--- src/rtl/face_pkg.sv ---
// face_pkg: shared image defaults, RGB565 colours and overlay FSM encoding
package face_pkg;
   localparam int IMG_W_DEF = 640;
   localparam int IMG_H_DEF = 480;
   localparam logic [15:0] RGB_RED   = 16'hF800;
   localparam logic [15:0] RGB_BLUE  = 16'h001F;
   localparam logic [15:0] RGB_BLACK = 16'h0000;
   typedef enum logic [1:0] {S_IDLE, S_ARM, S_DRAW, S_PASS} state_e;
endpackage

--- src/rtl/face_box_edge_cmp.sv ---
// face_box_edge_cmp: one-axis box test, reports whether a coordinate lies in
// [lo..hi] and whether it lies within BORDER pixels of either bound.
//   coord_i    current pixel coordinate (11-bit, zero-extended)
//   lo_i/hi_i  inclusive bounds
//   in_range_o lo_i <= coord_i <= hi_i
//   on_edge_o  coord_i within BORDER of lo_i or hi_i (meaningful only when in range)
module face_box_edge_cmp #(
   parameter int BORDER = 2
) (
   input  logic [10:0] coord_i,
   input  logic [10:0] lo_i,
   input  logic [10:0] hi_i,
   output logic        in_range_o,
   output logic        on_edge_o
);
   assign in_range_o = coord_i >= lo_i && coord_i <= hi_i;
   // the differences may wrap when out of range; in_range_o masks that case
   assign on_edge_o = (coord_i - lo_i < 11'(BORDER)) || (hi_i - coord_i < 11'(BORDER));
endmodule

--- src/rtl/face_box_overlay.sv ---
// face_box_overlay: draws a BOX_COLOR rectangle outline over an RGB565 stream
// at the face box latched on each vsync rise; 2-clk latency on all outputs.
//   clk, rst_n                     pixel clock, async active-low reset
//   per_frame_vsync/href/clken     input frame, line and pixel strobes
//   per_img_rgb                    input pixel
//   x_min/x_max/y_min/y_max        box bounds from the extractor (inclusive)
//   post_frame_vsync/href/clken    strobes delayed 2 clk
//   post_img                       outline colour on the box edge, else delayed pixel; 0 outside href
//   box_valid                      box latched for this frame passed the sanity checks
module face_box_overlay
   import face_pkg::*;
#(
   parameter int          IMG_W     = IMG_W_DEF,
   parameter int          IMG_H     = IMG_H_DEF,
   parameter int          BORDER    = 2,
   parameter int          MIN_SIZE  = 8,
   parameter logic [15:0] BOX_COLOR = RGB_RED
) (
   input  logic        clk,
   input  logic        rst_n,
   input  logic        per_frame_vsync,
   input  logic        per_frame_href,
   input  logic        per_frame_clken,
   input  logic [15:0] per_img_rgb,
   input  logic [9:0]  x_min,
   input  logic [9:0]  x_max,
   input  logic [9:0]  y_min,
   input  logic [9:0]  y_max,
   output logic        post_frame_vsync,
   output logic        post_frame_href,
   output logic        post_frame_clken,
   output logic [15:0] post_img,
   output logic        box_valid
);
   state_e      state_q, state_d;
   logic        vsync_q, vs_rise, pix, last_x, box_ok, draw_en, hit_d;
   logic        in_x, in_y, edge_x, edge_y, box_valid_q;
   logic [9:0]  cnt_x_q, cnt_y_q, cnt_x_d, cnt_y_d, cur_x, cur_y;
   logic [9:0]  xmn_q, xmx_q, ymn_q, ymx_q;
   logic [10:0] xa, xb, ya, yb;
   logic        vs_d1_q, hs_d1_q, ce_d1_q, hit_q, vs_d2_q, hs_d2_q, ce_d2_q;
   logic [15:0] rgb_d1_q, img_q, img_d;

   assign vs_rise = per_frame_vsync & ~vsync_q;
   assign pix     = per_frame_clken & per_frame_href;

   // a pixel arriving with the vsync rise sees the cleared counters as its coordinate
   always_comb begin
      cur_x   = vs_rise ? '0 : cnt_x_q;
      cur_y   = vs_rise ? '0 : cnt_y_q;
      last_x  = cur_x == 10'(IMG_W - 1);
      cnt_x_d = pix ? (last_x ? '0 : cur_x + 10'd1) : cur_x;
      cnt_y_d = (pix && last_x && cur_y < 10'(IMG_H)) ? cur_y + 10'd1 : cur_y;
   end

   always_comb begin
      xa = {1'b0, x_min};
      xb = {1'b0, x_max};
      ya = {1'b0, y_min};
      yb = {1'b0, y_max};
      box_ok = xb >= xa && yb >= ya &&
               (xb - xa + 11'd1) >= 11'(MIN_SIZE) && (yb - ya + 11'd1) >= 11'(MIN_SIZE) &&
               xb < 11'(IMG_W) && yb < 11'(IMG_H);
   end

   always_ff @(posedge clk or negedge rst_n)
      if (!rst_n) state_q <= S_IDLE;
      else        state_q <= state_d;

   always_comb
      state_d = (state_q == S_ARM) ? (box_valid_q ? S_DRAW : S_PASS) :
                vs_rise            ? S_ARM : state_q;

   always_comb draw_en = state_q == S_DRAW;

   face_box_edge_cmp #(.BORDER(BORDER)) u_cmp_x (
      .coord_i({1'b0, cur_x}), .lo_i({1'b0, xmn_q}), .hi_i({1'b0, xmx_q}),
      .in_range_o(in_x), .on_edge_o(edge_x)
   );

   face_box_edge_cmp #(.BORDER(BORDER)) u_cmp_y (
      .coord_i({1'b0, cur_y}), .lo_i({1'b0, ymn_q}), .hi_i({1'b0, ymx_q}),
      .in_range_o(in_y), .on_edge_o(edge_y)
   );

   assign hit_d = draw_en & in_x & in_y & (edge_x | edge_y);
   assign img_d = hs_d1_q ? (hit_q ? BOX_COLOR : rgb_d1_q) : '0;

   // vsync_q resets high so a reset released mid-frame (vsync still high)
   // does not look like a frame start
   always_ff @(posedge clk or negedge rst_n)
      if (!rst_n) begin
         vsync_q     <= 1'b1;
         cnt_x_q     <= '0;
         cnt_y_q     <= '0;
         xmn_q       <= 10'(IMG_W);
         xmx_q       <= '0;
         ymn_q       <= 10'(IMG_H);
         ymx_q       <= '0;
         box_valid_q <= 1'b0;
         vs_d1_q     <= 1'b0;
         hs_d1_q     <= 1'b0;
         ce_d1_q     <= 1'b0;
         rgb_d1_q    <= '0;
         hit_q       <= 1'b0;
         vs_d2_q     <= 1'b0;
         hs_d2_q     <= 1'b0;
         ce_d2_q     <= 1'b0;
         img_q       <= '0;
      end else begin
         vsync_q     <= per_frame_vsync;
         cnt_x_q     <= cnt_x_d;
         cnt_y_q     <= cnt_y_d;
         xmn_q       <= vs_rise ? x_min : xmn_q;
         xmx_q       <= vs_rise ? x_max : xmx_q;
         ymn_q       <= vs_rise ? y_min : ymn_q;
         ymx_q       <= vs_rise ? y_max : ymx_q;
         box_valid_q <= vs_rise ? box_ok : box_valid_q;
         vs_d1_q     <= per_frame_vsync;
         hs_d1_q     <= per_frame_href;
         ce_d1_q     <= per_frame_clken;
         rgb_d1_q    <= per_img_rgb;
         hit_q       <= hit_d;
         vs_d2_q     <= vs_d1_q;
         hs_d2_q     <= hs_d1_q;
         ce_d2_q     <= ce_d1_q;
         img_q       <= img_d;
      end

   assign post_frame_vsync = vs_d2_q;
   assign post_frame_href  = hs_d2_q;
   assign post_frame_clken = ce_d2_q;
   assign post_img         = img_q;
   assign box_valid        = box_valid_q;
endmodule
--- config.mk ---
export PLATFORM = sky130hd
export DESIGN_NAME = face_box_overlay
export DESIGN_NICKNAME = d
export VERILOG_FILES = /design/src/rtl/face_pkg.sv /design/src/rtl/face_box_edge_cmp.sv /design/src/rtl/face_box_overlay.sv
export SDC_FILE = /design/constraint.sdc
export NUM_CORES = 1
export LEC_CHECK = 0
export BUFFER_PORTS_ARGS = -buffer_cell sky130_fd_sc_hd__buf_2
export CAP_MARGIN = 20
export CORE_MARGIN = 5
export CORE_UTILIZATION = 60
export CTS_BUF_LIST = sky130_fd_sc_hd__clkbuf_8
export CTS_CLUSTER_SIZE = 10
export DETAILED_ROUTE_END_ITERATION = 6
export HOLD_SLACK_MARGIN = 0.12
export PLACE_DENSITY = 0.89
export SLEW_MARGIN = 30
export SYNTH_ARGS = -nofsm -noshare
export SYNTH_HDL_FRONTEND = slang
export SYNTH_SLANG_ARGS = --single-unit
--- constraint.sdc ---
create_clock -name clk -period 5.1 [get_ports clk]
set_input_delay 0.765 -clock clk [delete_from_list [all_inputs] [get_ports clk]]
set_output_delay 0.765 -clock clk [all_outputs]
set_load 0.02 [all_outputs]
# ---- After elaboration in Yosys (flattened, before gate mapping)
# Index checks and enable logic that the tools add are counted.
dict set report classes {
  order_cmp 15
  n_eq_ne 3
  addsub 10
  bitwise_logic 7
  reduce_logical 12
  mux 10
}
# operator count
set op_table {}
lappend op_table {{10-bit by 10-bit subtractor with 11-bit output} 6}
lappend op_table {{10-bit 2-to-1 mux} 5}
lappend op_table {{11-bit by 2-bit less-than comparator with 1-bit output, second input constant} 4}
lappend op_table {{10-bit greater-or-equal comparator} 4}
lappend op_table {{16-bit 2-to-1 mux} 2}
lappend op_table {{11-bit by 1-bit adder with 11-bit output, second input constant} 2}
lappend op_table {{11-bit by 4-bit greater-or-equal comparator with 1-bit output, second input constant} 2}
lappend op_table {{10-bit by 1-bit adder with 10-bit output, second input constant} 2}
lappend op_table {{10-bit <= comparator} 2}
lappend op_table {{10-bit by 9-bit less-than comparator with 1-bit output, second input constant} 2}
lappend op_table {{10-bit == test, second input constant} 1}
lappend op_table {{10-bit less-than comparator, second input constant} 1}
lappend op_table {{1-bit logical AND} 9}
lappend op_table {{1-bit AND} 5}
lappend op_table {{2-bit 2-to-1 mux} 2}
lappend op_table {{2-bit by 1-bit == test with 1-bit output, second input constant} 1}
lappend op_table {{2-bit == test, second input constant} 1}
lappend op_table {{1-bit logical OR} 2}
lappend op_table {{2-bit nonzero test} 1}
lappend op_table {{1-bit 2-to-1 mux} 1}
lappend op_table {{1-bit NOT} 1}
lappend op_table {{1-bit OR} 1}
dict set report totals {
  input_bits 61
  word_cells 75
  regBits 103
}

# ---- Longest topological paths before layout
dict set report depth {
  ltp_word 8
  depth_mapped 19
  ltp_nobuf 15
}

# ---- By module
# A second synthesis with hierarchy kept.
dict set report hier_totals {
  hier_cells 904
  area_unflattened_um2 7893.8
}
# mod cells_each seq_area_each_um2 n_inst area_per_inst_um2
set modules_own_cells {}
lappend modules_own_cells {face_box_overlay 534 2586.2 1 5358.9}
lappend modules_own_cells {{face_box_edge_cmp at u_cmp_y} 186 0.0 1 1277.5}
lappend modules_own_cells {{face_box_edge_cmp at u_cmp_x} 184 0.0 1 1257.5}

# ---- Worst setup path before layout
# OpenSTA, ideal clock, no wires.
dict set report synth_path {
  path_kind {input to register}
  startpoint {input port per_frame_vsync}
  endpoint {register hit_q}
  setup_slack_ns 0.509
  required_time_ns 5.013
  path_buffers 5
  setup_time_ns 0.087
  arrival_time_ns 4.505
  stages 18
  path_cell_list {nand2b_1 buf_6 buf_4 buf_2 clkbuf_1 clkbuf_1 and2_1 ha_1 a21boi_1 a311oi_2 a211oi_1 or4_4 a21o_1 a221oi_2 xor2_1 nand3_1 a31o_2 a211oi_2}
}
dict set report synth_between {
  elab_chain_len 7
}
# element line
set synth_rtl {}
lappend synth_rtl {{start: declaration} face_box_overlay.sv:21} ;# input logic per_frame_vsync,
lappend synth_rtl {{1-bit AND (*)} face_box_overlay.sv:44} ;# assign vs_rise = per_frame_vsync & ~vsync_q;
lappend synth_rtl {{10-bit 2-to-1 mux (on tied branches)} {face_box_overlay.sv:49, face_box_overlay.sv:50}}
lappend synth_rtl {{10-bit by 10-bit subtractor with 11-bit output (tied with other cells)} face_box_edge_cmp.sv:18} ;# assign on_edge_o = (coord_i - lo_i < 11'(BORDER)) || (hi_i - coord_i < 11'(BORDER));
lappend synth_rtl {{11-bit by 2-bit less-than comparator with 1-bit output / 1-bit logical AND (equally long branches)} {face_box_edge_cmp.sv:18, face_box_edge_cmp.sv:16}}
lappend synth_rtl {{1-bit logical OR / 1-bit AND (equally long branches)} {face_box_edge_cmp.sv:18, face_box_overlay.sv:86}}
lappend synth_rtl {{1-bit OR / 1-bit AND (equally long branches)} face_box_overlay.sv:86} ;# assign hit_d = draw_en & in_x & in_y & (edge_x | edge_y);
lappend synth_rtl {{1-bit AND (*)} face_box_overlay.sv:86}
lappend synth_rtl {{via hit_d} face_box_overlay.sv:36} ;# logic vsync_q, vs_rise, pix, last_x, box_ok, draw_en, hit_d;
lappend synth_rtl {{end signal: assignment} face_box_overlay.sv:123} ;# hit_q <= hit_d;
lappend synth_rtl {{end: declaration} face_box_overlay.sv:41} ;# logic vs_d1_q, hs_d1_q, ce_d1_q, hit_q, vs_d2_q, hs_d2_q, ce_d2_q;
# The timed path passes the listed nets; every way through them passes the cells marked *.
# A chain may end at the register's enable or synchronous reset.

# ---- Final worst setup path
dict set report layout_path {
  startpoint {register vsync_q}
  endpoint {register hit_q}
}
dict set report layout_between {
  elab_chain_len 8
}
# element line
set layout_rtl {}
lappend layout_rtl {{start: declaration} face_box_overlay.sv:36}
lappend layout_rtl {{start signal: assignment} face_box_overlay.sv:111} ;# vsync_q <= per_frame_vsync;
lappend layout_rtl {{1-bit NOT (*)} face_box_overlay.sv:44}
lappend layout_rtl {{1-bit AND (*)} face_box_overlay.sv:44}
lappend layout_rtl {{10-bit 2-to-1 mux (on tied branches)} {face_box_overlay.sv:49, face_box_overlay.sv:50}}
lappend layout_rtl {{10-bit by 10-bit subtractor with 11-bit output (tied with other cells)} face_box_edge_cmp.sv:18}
lappend layout_rtl {{11-bit by 2-bit less-than comparator with 1-bit output / 1-bit logical AND (equally long branches)} {face_box_edge_cmp.sv:18, face_box_edge_cmp.sv:16}}
lappend layout_rtl {{1-bit logical OR / 1-bit AND (equally long branches)} {face_box_edge_cmp.sv:18, face_box_overlay.sv:86}}
lappend layout_rtl {{1-bit OR / 1-bit AND (equally long branches)} face_box_overlay.sv:86}
lappend layout_rtl {{1-bit AND (*)} face_box_overlay.sv:86}
lappend layout_rtl {{via hit_d} face_box_overlay.sv:36}
# Marks and branches as above.

==> impl_metrics.py <==
metrics = {
    "floorplanning": {
        "rows": 40,
        "dieArea_um2": 14300,
        "core_um2": 11900,
        "die_w_um": 120,
        "start_util_pct": 60.5,
        "io_pins": 81,
        "fp.dieH_um": 120,
    },
    "logic_synthesis": {
        "synthFlopType": "dfrtp_1",
        "ys_async_sr_fraction_pct": 100,
        "yosysSeqAreaShare_pct": 35.9,
        "syn_area_um2": 7210,
        "syn_inst": 821,
        "synth_seq_cells": 103,
        "syn_area_per_cell_um2": 8.78,
        "ys_warn_count": 0,
        "syn_nets": 966,
        "synth_edf_count": 0,
        "ys_types": 69,
    },
    "placed_design": {
        "place_congestion": 0.982,
        "dpl.hpwl_mm": 12.2,
        "dp_worst_setup_slack_ns": 0.675,
        "port_buffers": 80,
    },
    "clock_tree": {
        "clk_pin_slew_worst_paths_ns": 0.10,
        "root_buffer": "clkbuf_8",
        "cts_buffers": 9,
        "h-tree-depth": 3,
        "cts.sinks": 103,
        "cts_setup_buffers": 0,
        "clk_path_buf_depth": 2,
        "postCtsResizedCells": 0,
        "cts_tree": "done",
        "insertion_delay_ns": 0.38,
        "cts_hold_buf": 0,
    },
    "final_layout": {
        "utilization_pct": 66.7,
        "syn_to_final_growth_pct": 10.2,
        "nFillCells": 938,
        "layout-drive-gt1-share_pct": 13.4,
        "nNetsFinal": 1035,
        "insertedDiodeCount": 0,
    },
    "sta": {
        "hold_slack_ns": 0.348,
        "finalWorstSetupSlack_ns": 0.931,
        "skew_ns": 0.00972,
        "maxSlewViolCount": 0,
        "fmax_mhz": 240,
        "setup_viol": 0,
        "final.setup.tns_ns": 0,
        "relSlewSlack_pct": 50.4,
        "fin_crit_sh_pct": 81.8,
        "rsz0062_at_grt": "false",
        "period_needed_ns": 4.17,
        "hold_viol_final": 0,
        "tightestPinTransition_ns": 0.743,
    },
    "grt": {
        "grt_pass1_vias": 5752,
        "track_usage_pct": 22.2,
        "grt_max_degree": 60,
        "grt_pass1_wl_mm": 26.2,
        "antenna_found_initial": 0,
        "overflow": 0,
    },
    "routing": {
        "post-route-drc-count": 0,
        "first_pass_iters": 5,
        "via_per_inst": 5.84,
        "wl_mm": 15.6,
        "routedWlPerCell_um": 15.0,
        "antenna_left": 0,
        "vias": 6081,
        "first_iter_violations": 504,
    },
    "worst_hold_path": {
        "hold_class": "flip-flop to flip-flop",
        "whs_path_depth": 0,
    },
    "worst_setup_path": {
        "required_ns": 5.39,
        "end_kind": "flip-flop",
        "ff2ff_path_depth": 14,
        "start_kind": "flip-flop",
        "critPathKind": "flip-flop to flip-flop",
        "worstPathArrival_ns": 4.46,
        "cp_max_fo": 27,
    },
    "pwr": {
        "vdd_drop_max_uv": 161,
        "leakagePower_nw": 3.87,
        "total_power_mw": 2.13,
        "power_density_nw_per_um2": 269,
    },
    "job": {
        "maxCapViolCount": 0,
    },
    "run_status": {
        "status": "finished clean",
    },
}
==> layout make-up <==
cell class              count  area [um^2]  area share [%]
flip-flops and latches    103         2590            32.6
multi-input cells         599         4170            52.5
well taps                 147          184            2.32
clock buffers              10          138            1.73
repair buffers             84          433            5.45
clock inverters             6         82.6            1.04
inverters                  93          349            4.40
==> critical path, stage by stage (launching register included) <==
cell and delay, ns:
dfstp_2 0.56, nand2b_2 0.45, and2_1 0.25, ha_1 0.19, inv_1 0.06, ha_1 0.20
or3_1 0.34, o21a_1 0.20, a221oi_2 0.25, xnor2_1 0.08, a2111oi_0 0.46, o211ai_1 0.21
or3_1 0.38, a31o_1 0.23, a211oi_2 0.22
==> registers in the layout, summed over array words and instances, names as in the netlist, 2 cells and up <==
signal    count
xmx_q        10
post_img     16
ymx_q        10
ymn_q        10
rgb_d1_q     16
cnt_x_q      10
xmn_q        10
cnt_y_q      10
state_q       2
==> cell usage after synthesis, types with 3 or more instances <==
library cell	count	area [um^2]
nor3b_1	6	45.0
buf_2	3	15.0
o2111ai_1	4	35.0
or3_1	4	25.0
nor4_1	5	31.3
nand2b_1	13	81.3
o22ai_1	5	31.3
xor2_1	21	184
o21bai_1	7	52.6
o21a_1	11	82.6
dfrtp_1	96	2400
nand2_1	110	413
o31ai_1	5	37.5
nor3_1	11	55.1
a31oi_1	10	62.6
ha_1	74	926
a21oi_1	36	180
and3_1	8	50.1
nor2_1	45	169
maj3_1	4	40.0
nand4_1	9	56.3
nand3_1	15	75.1
or4_1	3	22.5
and2_1	14	87.6
buf_1	4	15.0
o21ai_0	68	340
nor2b_1	9	56.3
o211ai_1	3	22.5
a21o_1	5	37.5
xnor2_1	28	245
o221ai_1	4	35.0
inv_1	92	345
fa_1	10	200
o41ai_1	3	26.3
mux2i_1	4	40.0
a41oi_1	3	26.3
clkbuf_1	17	63.8
a211oi_1	7	52.6
dfstp_2	7	184
==> stage by stage <==
stage	instance area, um^2	std cells
finish	7940	1042
global route	7940	1042
CTS	7940	1042
detailed placement	7720	1026
global placement	7720	1026
floorplan	7210	821
==> layer usage <==
layer	share of wire (%)	vias to the layer above	global-route usage [%]	routed length, um
met3	6.5	18	2.73	1010
li1	-	2967	-	-
met2	47	226	36.9	7300
met5	0	-	0	0
met1	45	2870	31.0	7090
met4	1.3	0	5.87	207
==> worst paths after layout <==
path / from / to / slack [ns]
max reg2reg: vsync_q$_DFF_PN1_ / hit_q$_DFF_PN0_ / 0.93
max in group asynchronous: rst_n / cnt_x_q[0]$_DFF_PN0_ / 3.64
max: vsync_q$_DFF_PN1_ / hit_q$_DFF_PN0_ / 0.93
min: ce_d1_q$_DFF_PN0_ / post_frame_clken$_DFF_PN0_ / 0.35
min in group asynchronous: rst_n / post_img[14]$_DFF_PN0_ / 0.44
min reg2reg: ce_d1_q$_DFF_PN0_ / post_frame_clken$_DFF_PN0_ / 0.35
==> power by group <==
group          switching, mW  leakage (nW)  internal [mW]  total (mW)
combinational          0.370          2.47          0.273       0.642
clock                  0.297         0.113          0.252       0.549
sequential            0.0542          1.28          0.886       0.940
==> cells by family after synthesis <==
| group | share of synthesized area [%] |
|---|---|
| AOI/OAI and AO/OA | 17.6 |
| xor gates and xnor gates | 5.96 |
| adders and majority gates | 16.2 |
| buffers and inverters | 6.41 |
| DFF | 35.9 |
| muxes | 0.556 |
| and+or+nand+nor | 17.4 |
==> layout by cell type (no fill, tap or decap), types with 10 or more instances in the layout <==
cell type  instances
buf_2             79
and2_1            14
clkbuf_8          10
xor2_1            21
nand2b_1          12
nor3_1            11
inv_1             92
o21ai_0           68
xnor2_1           28
ha_1              74
a31oi_1           10
nor2_1            45
a21oi_1           36
nand3_1           15
o21a_1            11
dfrtp_1           96
fa_1              10
nand2_1          110
Power figures use the tool's default switching activity.
